**src/rtl/fifo_write_arbiter.sv**
```systemverilog
// Round-robin, burst-bounded arbiter sharing one FIFO write port among N_REQ
// valid/ready producers. Define ARB_STATS_EN to add per-requester transfer counters.
module fifo_write_arbiter #(
  parameter int N_REQ      = 4,
  parameter int DATA_WIDTH = 8,
  parameter int MAX_BURST  = 4
) (
  input  logic                        clk,
  input  logic                        reset,
  input  logic [N_REQ-1:0]            req_valid,
  input  logic [N_REQ*DATA_WIDTH-1:0] req_data,
  output logic [N_REQ-1:0]            req_ready,
  input  logic                        fifo_full,
  output logic                        fifo_write,
  output logic [DATA_WIDTH-1:0]       fifo_write_data,
  output logic [N_REQ-1:0]            grant,
  output logic                        busy
`ifdef ARB_STATS_EN
  ,
  output logic [N_REQ*16-1:0]         xfer_count
`endif
);

  localparam int IDX_W = $clog2(N_REQ);
  localparam int CNT_W = $clog2(MAX_BURST + 1);

  typedef enum logic {IDLE, GRANT} state_t;

  state_t             state_q, state_d;
  logic [N_REQ-1:0]   grant_q, grant_d;
  logic [IDX_W-1:0]   last_q, last_d;
  logic [CNT_W-1:0]   burst_cnt_q, burst_cnt_d;
  logic [IDX_W-1:0]   owner;
  logic               owner_vld;
  logic               xfer;
  logic               release_now;
  logic [N_REQ-1:0]   pick;

  // First valid index at offsets last+1 .. last+N_REQ; 'last' itself is considered last.
  function automatic logic [N_REQ-1:0] rr_pick(input logic [N_REQ-1:0] vld,
                                               input logic [IDX_W-1:0] last);
    int idx;
    rr_pick = '0;
    for (int o = N_REQ; o >= 1; o--) begin
      idx = (int'(last) + o) % N_REQ;
      if (vld[idx]) rr_pick = N_REQ'(1) << idx;
    end
  endfunction

  always_comb begin
    owner           = '0;
    fifo_write_data = '0;
    for (int i = 0; i < N_REQ; i++) begin
      if (grant_q[i]) begin
        owner           = IDX_W'(i);
        fifo_write_data = req_data[i*DATA_WIDTH +: DATA_WIDTH];
      end
    end
  end

  assign owner_vld  = |(grant_q & req_valid);
  assign xfer       = owner_vld & ~fifo_full;
  assign fifo_write = xfer;
  assign req_ready  = grant_q & {N_REQ{~fifo_full}};
  assign grant      = grant_q;
  assign busy       = (state_q == GRANT);

  always_comb begin
    state_d     = state_q;
    grant_d     = grant_q;
    last_d      = last_q;
    burst_cnt_d = burst_cnt_q;
    release_now = 1'b0;
    pick        = '0;
    case (state_q)
      IDLE: begin
        if (|req_valid) begin
          grant_d     = rr_pick(req_valid, last_q);
          burst_cnt_d = '0;
          state_d     = GRANT;
        end
      end
      GRANT: begin
        // A stalled FIFO freezes the count, so only a dropped valid can release.
        release_now = ~owner_vld | (xfer & (burst_cnt_q == CNT_W'(MAX_BURST - 1)));
        if (release_now) begin
          last_d = owner;
          pick   = rr_pick(req_valid, owner);
          if (|pick) begin
            grant_d     = pick;
            burst_cnt_d = '0;
          end else begin
            grant_d = '0;
            state_d = IDLE;
          end
        end else if (xfer) begin
          burst_cnt_d = burst_cnt_q + CNT_W'(1);
        end
      end
      default: begin
        state_d = IDLE;
        grant_d = '0;
      end
    endcase
  end

  always_ff @(posedge clk) begin
    if (reset) begin
      state_q     <= IDLE;
      grant_q     <= '0;
      last_q      <= IDX_W'(N_REQ - 1);
      burst_cnt_q <= '0;
    end else begin
      state_q     <= state_d;
      grant_q     <= grant_d;
      last_q      <= last_d;
      burst_cnt_q <= burst_cnt_d;
    end
  end

`ifdef ARB_STATS_EN
  logic [15:0] xfer_cnt_q [N_REQ];

  always_ff @(posedge clk) begin
    if (reset) begin
      for (int i = 0; i < N_REQ; i++) xfer_cnt_q[i] <= '0;
    end else begin
      for (int i = 0; i < N_REQ; i++) begin
        if (req_valid[i] && req_ready[i] && (xfer_cnt_q[i] != 16'hFFFF))
          xfer_cnt_q[i] <= xfer_cnt_q[i] + 16'd1;
      end
    end
  end

  always_comb begin
    xfer_count = '0;
    for (int i = 0; i < N_REQ; i++) xfer_count[i*16 +: 16] = xfer_cnt_q[i];
  end
`endif

endmodule

```
**config.mk**
```make
export PLATFORM = sky130hd
export DESIGN_NAME = fifo_write_arbiter
export DESIGN_NICKNAME = d
export VERILOG_FILES = /design/src/rtl/fifo_write_arbiter.sv
export SDC_FILE = /design/constraint.sdc
export NUM_CORES = 1
export LEC_CHECK = 0
export CAP_MARGIN = 20
export CORE_MARGIN = 4
export CORE_UTILIZATION = 35
export DETAILED_ROUTE_END_ITERATION = 7
export GPL_ROUTABILITY_DRIVEN = 0
export PLACE_DENSITY = 0.7
export SLEW_MARGIN = 20
export SYNTH_ARGS = -nofsm -noshare
export SYNTH_HDL_FRONTEND = slang
export SYNTH_SLANG_ARGS = --single-unit
```
**constraint.sdc**
```tcl
create_clock -name clk -period 6.6 [get_ports clk]
set_clock_uncertainty 0.1 [all_clocks]
set_input_delay 1.32 -clock clk [delete_from_list [all_inputs] [get_ports clk]]
set_output_delay 1.32 -clock clk [all_outputs]
set_load 0.1 [all_outputs]
```
==> metrics.cfg, run 1 <==
[pwr]
peakVddDrop_uv = 368.7
combPwrFrac_pct = 80.5
switching_power_mw = 0.6222
p_sw_share_pct = 64.30
sequentialPowerShare_pct = 14.0
leakagePower_nw = 0.6526
clock_power_share_pct = 5.5
totalPowerFinal_mw = 0.9677
power_density_nw_per_um2 = 544.6
p_int_mw = 0.3454

[synthesis]
synth-edff-count = 0
synth-seq-cells = 10
synth_seq_area_share_pct = 16.68
avgSynthCellArea_um2 = 8.275
netlist_instances = 145
syn_area_um2 = 1200
synth_ff_type = dfxtp_1
ys_async_sr_fraction_pct = 0
yosysWarningCount = 0
yosysUniqueCellTypes = 45
syn_nets = 190

[global_route]
grt_usage_pct = 18.60
grt_pass1_wl_um = 6520
grt_max_degree = 32
first_global_vias = 1475
antenna_found_initial = 0
grt_overflow = 0

[hold_path]
hp-start = burst_cnt_q[0]$_SDFFE_PP0P_
hold_class = flop to flop
min_path_cells = 2
whs_endpoint = burst_cnt_q[0]$_SDFFE_PP0P_

[route]
ant_nets = 0
wl_um = 3740
drc = 0
drt_iter0_markers = 39
num_vias = 1370
wire_per_inst_um = 15.78
firstDrtPassIters = 4
via_per_inst = 5.781

[final_layout]
syn_to_final_growth_pct = 48.07
drive_gt1_share_pct = 8.290
fill_cells = 328
n_antenna_cell = 0
final_nets = 239

[job]
maxCapViolCount = 0

[sta]
finalCritPeriodShare_pct = 76.59
worst_slack_ns = 1.545
worst_slew_pin_slew_ns = 1.007
finalSetupTns_ns = 0
slew_headroom_pct = 32.65
post-route-min-period_ns = 5.055
drv_slew = 0
grt_setup_unrepaired = no
finalSetupViolations = 0
max_freq_ghz = 0.1978
hold_viol_final = 0

[clock_network]
cts_hold_buffers = 0
ctsResizeCount = 0
cts_setup_buffers = 0
clk_pin_slew_ns = 0.06
cts_sinks = 10
clk_latency_ns = 0.26
clock-root-buffer = clkbuf_4
clockBufferDepth = 2
cts_buffers = 3
cts_tree = yes
htree_num_levels = 1

[critical_path]
worstSetupPathType = primary input to primary output
r2r_start = grant[3]$_SDFFE_PP0P_
reg2reg_depth = 6
required_ns = 5.18
worstSetupEndpointType = primary output
crit_arrival_ns = 3.64
r2r_end = burst_cnt_q[0]$_SDFFE_PP0P_
r2r_slack_ns = 4.11
cp_max_fo = 11
start_kind = primary input

[floorplanning]
core_area_um2 = 3153
rows = 20
start_util_pct = 38.06
die_w_um = 66.55
ios = 57
die_h_um = 66.55
die_area_um2 = 4429

[placed_design]
dpl_worst_slack_ns = 1.559
dp_hpwl_um = 3009
portBuffers = 56

[status]
outcome = finished, final reports clean

[routing by layer]
| metal | share of wire [%] | GRT usage (%) |
|---|---|---|
| met3 | 14 | 9.106 |
| met5 | 0 | 0 |
| met4 | 1.2 | 4.061 |
| met1 | 36 | 19.35 |
| met2 | 49 | 33.42 |
[critical path: stages]
cell	delay (ns)
clkdlybuf4s50_1	0.69
a22oi_1	0.14
and2_1	0.24
nor2_1	0.09
clkdlybuf4s50_1	1.16
[layout by cell type (no fill, tap or decap), drive strengths merged, types with 3 or more instances in the layout]
cell,count
nor3,5
nor2,6
a22oi,20
mux4,4
a221oi,4
nand2,6
nand2b,3
o32ai,3
a21oi,11
inv,9
nor2b,11
dfxtp,10
o21ai,11
clkbuf,4
ha,6
clkdlybuf4s50,56
[metrics by stage]
stage                     utilization, %  cells  cell area, µm²  hold slack, ns
after floorplan                        -    145            1200          0.3527
after global placement             55.20    233            1740          0.3660
after detailed placement           55.20    233            1740          0.3725
after CTS                          56.35    237            1777          0.3821
after global routing               56.35    237            1777          0.3991
final                              56.35    237            1777          0.3824
[cell families after synthesis]
group	after synthesis	synth area share, %
compound gates	63	37.43
fa+ha+maj	6	6.256
buf+inv	21	9.072
flops	10	16.68
mux	6	9.593
simple gates	39	20.96
[synthesized netlist by cell type, types with 3 or more instances]
master | instances | area, µm²
a21oi_1 | 11 | 55.05
a221oi_1 | 3 | 26.28
a22oi_1 | 20 | 150.1
buf_2 | 4 | 20.02
dfxtp_1 | 10 | 200.2
ha_1 | 6 | 75.07
inv_1 | 9 | 33.78
mux4_2 | 3 | 67.56
nand2_1 | 6 | 22.52
nand2b_1 | 3 | 18.77
nor2_1 | 6 | 22.52
nor2b_1 | 10 | 62.56
nor3_1 | 3 | 15.01
o21ai_0 | 10 | 50.05
o32ai_1 | 3 | 26.28
[area by class of cell]
cell class | count | area [µm²] | share of cell area [%]
sequential | 10 | 200.2 | 11.27
tap | 44 | 55.05 | 3.099
clock buffer | 4 | 36.28 | 2.042
multi-input combinational | 114 | 890.9 | 50.14
inverter | 9 | 33.78 | 1.901
timing repair buffer | 56 | 560.5 | 31.55
[worst max-delay path by stage]
stage | from | to | cells past startpoint
2_1_floorplan | grant[1]$_SDFFE_PP0P_ | fifo_write_data[0] | 5
3_3_place_gp | req_valid[1] | fifo_write | 5
3_5_place_dp | req_valid[0] | fifo_write | 5
4_1_cts | req_valid[0] | fifo_write | 5
5_1_grt | req_valid[0] | fifo_write | 5
6_report | req_valid[2] | fifo_write | 5
[registers in the layout, summed over array words and instances (netlist names)]
| signal | cells |
|---|---|
| burst_cnt_q | 3 |
| last_q | 2 |
| busy | 1 |
| grant | 4 |
[power groups by stage]
stage                     Clock (mW)  Sequential (mW)  Combinational, mW
after floorplan                    0            0.174              0.573
after global placement             0            0.137              0.768
after detailed placement           0            0.139              0.780
after CTS                     0.0547            0.137              0.783
after global routing          0.0576            0.144              0.827
final                         0.0533            0.136              0.779
(Power assumes the default switching activity.)
==> run 2: changes to the inputs <==
--- a/config.mk
+++ b/config.mk
@@ -10,7 +10,7 @@
 export CORE_UTILIZATION = 35
 export DETAILED_ROUTE_END_ITERATION = 7
 export GPL_ROUTABILITY_DRIVEN = 0
-export PLACE_DENSITY = 0.7
+export PLACE_DENSITY = 0.73
 export SLEW_MARGIN = 20
 export SYNTH_ARGS = -nofsm -noshare
 export SYNTH_HDL_FRONTEND = slang
==> constraint.sdc (replaced) <==
create_clock -name clk -period 4.2 [get_ports clk]
set_clock_uncertainty 0.1 [all_clocks]
set_input_delay 0.84 -clock clk [delete_from_list [all_inputs] [get_ports clk]]
set_output_delay 0.84 -clock clk [all_outputs]
set_load 0.1 [all_outputs]
==> run 2 against run 1 <==
Sequential power rose by 59%. Clock-buffer cell count unchanged. Critical path depth is 4 lower. Sequential cell count is the same. Combinational power up 55%. Clock power increased by 61%. Largest power group unchanged.
==> metrics.cfg, run 2 (synthesized netlist as in run 1, its figures left out) <==
[floorplanning]
ios = 57
start_util_pct = 38.06
die_h_um = 66.55
rows = 20
die_area_um2 = 4429
die_w_um = 66.55
core_area_um2 = 3153

[status]
outcome = finished, final reports clean

[clock_network]
htree_num_levels = 1
ctsResizeCount = 0
cts_hold_buffers = 0
clockBufferDepth = 2
cts_setup_buffers = 0
clock-root-buffer = clkbuf_4
clk_pin_slew_ns = 0.07
cts_buffers = 3
clk_latency_ns = 0.26
cts_tree = yes
cts_sinks = 10

[sta]
grt_setup_unrepaired = no
finalCritPeriodShare_pct = 78.08
drv_slew = 0
slew_headroom_pct = 32.67
finalSetupTns_ns = 0
worst_slew_pin_slew_ns = 1.007
post-route-min-period_ns = 3.279
hold_viol_final = 0
worst_slack_ns = 0.9208
finalSetupViolations = 0
hold_slack_ns = 0.3865
max_freq_ghz = 0.3050

[critical_path]
worstSetupEndpointType = primary output
start_kind = flop
required_ns = 3.26
r2r_slack_ns = 1.73
r2r_start = grant[3]$_SDFFE_PP0P_
reg2reg_depth = 6
slowest_delay_ns = 1.27
cp_top_family = buffers and inverters
crit_buf_inv = 1
crit_arrival_ns = 2.34
cp_slowest_cell = clkdlybuf4s50_1
path_cells = clkdlybuf4s50_1
r2r_end = burst_cnt_q[0]$_SDFFE_PP0P_
worstSetupPathType = flop to primary output
cp_max_fo = 19

[hold_path]
min_path_cells = 2
whs_endpoint = burst_cnt_q[1]$_SDFFE_PP0P_
hold_class = flop to flop
hp-start = burst_cnt_q[1]$_SDFFE_PP0P_

[global_route]
grt_usage_pct = 17.21
grt_overflow = 0
antenna_found_initial = 0
first_global_vias = 1409
grt_pass1_wl_um = 6106
grt_max_degree = 32

[pwr]
leakagePower_nw = 0.6769
peakVddDrop_uv = 731.6
power_density_nw_per_um2 = 866.1

[route]
drc = 0
wire_per_inst_um = 15.65
firstDrtPassIters = 4
wl_um = 3710
ant_nets = 0
via_per_inst = 5.810
num_vias = 1377
drt_iter0_markers = 34

[job]
maxCapViolCount = 0

[placed_design]
dp_hpwl_um = 2932
place_area_um2 = 1705
dpl_worst_slack_ns = 0.9575
portBuffers = 56

[final_layout]
fill_cells = 297
final_util_pct = 55.24
final_nets = 239
design_area_um2 = 1742
largest_reg_flops = 4
final_common_cell = clkdlybuf4s50_1
n_antenna_cell = 0
drive_gt1_share_pct = 15.54
layout_common_cells = clkdlybuf4s50_1 (42), a22oi_1 (20), buf_4 (14)
syn_to_final_growth_pct = 45.15

## run 2: power breakdown
part	leakage [nW]	internal, mW	switching [mW]	total, mW
Combinational	0.573	0.350	0.856	1.21
Clock	0.0210	0.0526	0.0331	0.0857
Sequential	0.0824	0.121	0.0953	0.216
## run 2: how the worst max path moves through the flow
stage | from | slack (ns) | end | cells after the start
after floorplan | grant[1]$_SDFFE_PP0P_ | 0.17 | fifo_write_data[0] | 5
after global placement | req_valid[1] | 1.00 | fifo_write | 5
after detailed placement | req_valid[0] | 0.96 | fifo_write | 5
after CTS | grant[2]$_SDFFE_PP0P_ | 0.89 | grant[2] | 1
after global routing | grant[3]$_SDFFE_PP0P_ | 0.72 | fifo_write_data[6] | 4
final | grant[2]$_SDFFE_PP0P_ | 0.92 | grant[2] | 1
## run 2: tightest hold or removal path, cell delays in order, from the launching register on
cell and delay (ns):
dfxtp_1 0.31, inv_1 0.05, o32ai_1 0.08
## run 2: final cells by class
cell class                      count  area, µm²  area share (%)
Timing Repair Buffer               56      525.5           30.17
Multi-Input combinational cell    114      890.9           51.15
Inverter                            9      33.78           1.940
Sequential cell                    10      200.2           11.49
Clock buffer                        4      36.28           2.083
Tap cell                           44      55.05           3.161
## run 2: per-stage QoR
step | cells | power (mW)
final | 237 | 1.509
after global routing | 237 | 1.591
after CTS | 237 | 1.516
after detailed placement | 233 | 1.427
after global placement | 233 | 1.402
after floorplan | 145 | 1.181
## run 2: routing by layer
layer / wire, µm / global-route usage, % / share of wire [%]
met5: 0 / 0 / 0
met4: 0 / 3.046 / 0
met3: 403 / 6.577 / 11
met2: 1821 / 31.81 / 49
met1: 1485 / 18.57 / 40
==> run 3: changes to the inputs <==
--- a/config.mk
+++ b/config.mk
@@ -10,7 +10,7 @@
 export CORE_UTILIZATION = 35
 export DETAILED_ROUTE_END_ITERATION = 7
 export GPL_ROUTABILITY_DRIVEN = 0
-export PLACE_DENSITY = 0.73
+export PLACE_DENSITY = 0.7
 export SLEW_MARGIN = 20
 export SYNTH_ARGS = -nofsm -noshare
 export SYNTH_HDL_FRONTEND = slang
==> constraint.sdc (replaced) <==
create_clock -name clk -period 3.3 [get_ports clk]
set_clock_uncertainty 0.1 [all_clocks]
set_input_delay 0.66 -clock clk [delete_from_list [all_inputs] [get_ports clk]]
set_output_delay 0.66 -clock clk [all_outputs]
set_load 0.1 [all_outputs]
==> run 3 against run 2 <==
Worst setup slack got worse by 0.45 ns. Highest routed layer is now met4. Critical path depth rose by 3. First-iteration DRC count rose to 5.7 times the previous value. Design area rose by 13%. Largest power group unchanged. Combinational power rose by 57%. Non-clock buffer count rose by 3. Hold slack improved by 0.0073 ns.
==> metrics.cfg, run 3 (synthesized netlist as in run 1, its figures left out) <==
[status]
outcome = finished, final reports clean

[pwr]
sequentialPowerShare_pct = 10.6
power_density_nw_per_um2 = 1128
peakVddDrop_uv = 684.1
switching_power_mw = 1.343
leakagePower_nw = 0.7523
p_sw_share_pct = 60.65
clock_power_share_pct = 3.8
p_int_mw = 0.8716
combPwrFrac_pct = 85.6

[sta]
slew_headroom_pct = 56.49
finalCritPeriodShare_pct = 85.71
drv_slew = 0
worst_slew_pin_slew_ns = 0.6513
max_freq_ghz = 0.3535
grt_setup_unrepaired = no
finalSetupViolations = 0
hold_viol_final = 0
post-route-min-period_ns = 2.829

[critical_path]
start_kind = flop
slowest_delay_ns = 0.60
critPathCapture = fifo_write_data[1]
r2r_start = last_q[0]$_SDFFE_PP1N_
worstSetupEndpointType = primary output
crit_arrival_ns = 2.07
required_ns = 2.54
cp_max_fo = 10
r2r_end = grant[2]$_SDFFE_PP0P_
r2r_slack_ns = 0.89
reg2reg_depth = 6
critPathLaunch = grant[1]$_SDFFE_PP0P_
path_cells = nor2b_1 -> a22oi_1 -> o21ai_4 -> buf_12
cp_slowest_cell = nor2b_1
worstSetupPathType = flop to primary output

[global_route]
grt_max_degree = 19
grt_overflow = 0
first_global_vias = 1328
antenna_found_initial = 0
grt_usage_pct = 19.41
grt_pass1_wl_um = 6699

[route]
wl_um = 4185
num_vias = 1377
drc = 0
firstDrtPassIters = 4
wire_per_inst_um = 17.51
drt_iter0_markers = 194
via_per_inst = 5.762
ant_nets = 0

[clock_network]
clock-root-buffer = clkbuf_4
cts_tree = yes
htree_num_levels = 1
ctsResizeCount = 0
clockBufferDepth = 2
cts_setup_buffers = 0
clk_pin_slew_ns = 0.06
cts_buffers = 3
cts_hold_buffers = 0
clk_latency_ns = 0.26
cts_sinks = 10

[placed_design]
dp_hpwl_um = 3312
place_area_um2 = 1941
portBuffers = 56
dp_cells = 236

[final_layout]
multi_input_area_um2 = 950.9
syn_to_final_growth_pct = 63.61
n_antenna_cell = 0
final_common_cell = clkdlybuf4s50_1
layoutNonFillerInstCount = 239
seqCellArea_um2 = 200.2
design_area_um2 = 1963
final_nets = 242
fill_cells = 283
drive_gt1_share_pct = 24.62
layout_common_cells = clkdlybuf4s50_1 (38), a22oi_1 (20), buf_12 (13)
largest_reg_flops = 4

[hold_path]
hold_class = flop to flop

[floorplanning]
ios = 57
die_h_um = 66.55
rows = 20
core_area_um2 = 3153
die_w_um = 66.55
die_area_um2 = 4429
start_util_pct = 38.06

[job]
maxCapViolCount = 0

==> run 3: final cells by class <==
type                            count  area share, %
Timing Repair Buffer               59          35.69
Tap cell                           44          2.804
Inverter                            9          1.721
Clock buffer                        3          1.147
Multi-Input combinational cell    114          48.44
Sequential cell                    10          10.20
==> run 3: worst max-delay path: cells and delay by family, from the launching register on <==
kind                   cells  cell delay [ns]
AOI/OAI and AO/OA          2             0.43
buffers and inverters      1             0.19
DFF                        1             0.58
and+or+nand+nor            1             0.60
==> run 3: worst min path at each step <==
stage | startpoint | to | slack, ns | cells after the start
2_1_floorplan | burst_cnt_q[0]$_SDFFE_PP0P_ | burst_cnt_q[0]$_SDFFE_PP0P_ | 0.35 | 2
3_3_place_gp | burst_cnt_q[1]$_SDFFE_PP0P_ | burst_cnt_q[1]$_SDFFE_PP0P_ | 0.37 | 2
3_5_place_dp | burst_cnt_q[0]$_SDFFE_PP0P_ | burst_cnt_q[0]$_SDFFE_PP0P_ | 0.37 | 2
4_1_cts | burst_cnt_q[0]$_SDFFE_PP0P_ | burst_cnt_q[0]$_SDFFE_PP0P_ | 0.40 | 2
5_1_grt | burst_cnt_q[2]$_SDFFE_PP0P_ | burst_cnt_q[2]$_SDFFE_PP0P_ | 0.43 | 2
6_report | burst_cnt_q[0]$_SDFFE_PP0P_ | burst_cnt_q[0]$_SDFFE_PP0P_ | 0.39 | 2
==> run 3: stage by stage <==
step	utilization, %	hold WS (ns)	total power [mW]	TNS [ns]	worst slack, ns
after global placement	61.55	0.3653	2.100	0	0.5586
after floorplan	-	0.3527	1.564	-0.1859	-0.03098
after detailed placement	61.55	0.3741	2.128	0	0.4462
after CTS	62.26	0.3967	2.218	0	0.4631
after global routing	62.26	0.4318	2.321	0	0.2578
final	62.26	0.3938	2.215	0	0.4715
==> run 3: power by group through the flow <==
stage	registers, mW	logic (mW)	clock network, mW
2_1_floorplan	0.347	1.22	0
3_3_place_gp	0.234	1.87	0
3_5_place_dp	0.237	1.89	0
4_1_cts	0.234	1.90	0.0850
5_1_grt	0.245	1.98	0.0940
6_report	0.235	1.90	0.0832
==> run 3: routing by layer <==
layer  wire (µm)  vias up  share of wire (%)  global-route usage [%]
li1            -      669                  -                       -
met4          11        0               0.26                   2.284
met3         148        2                3.5                   3.541
met2        2274       36                 54                   32.55
met1        1751      670                 42                   26.51
met5           0        -                  0                       0
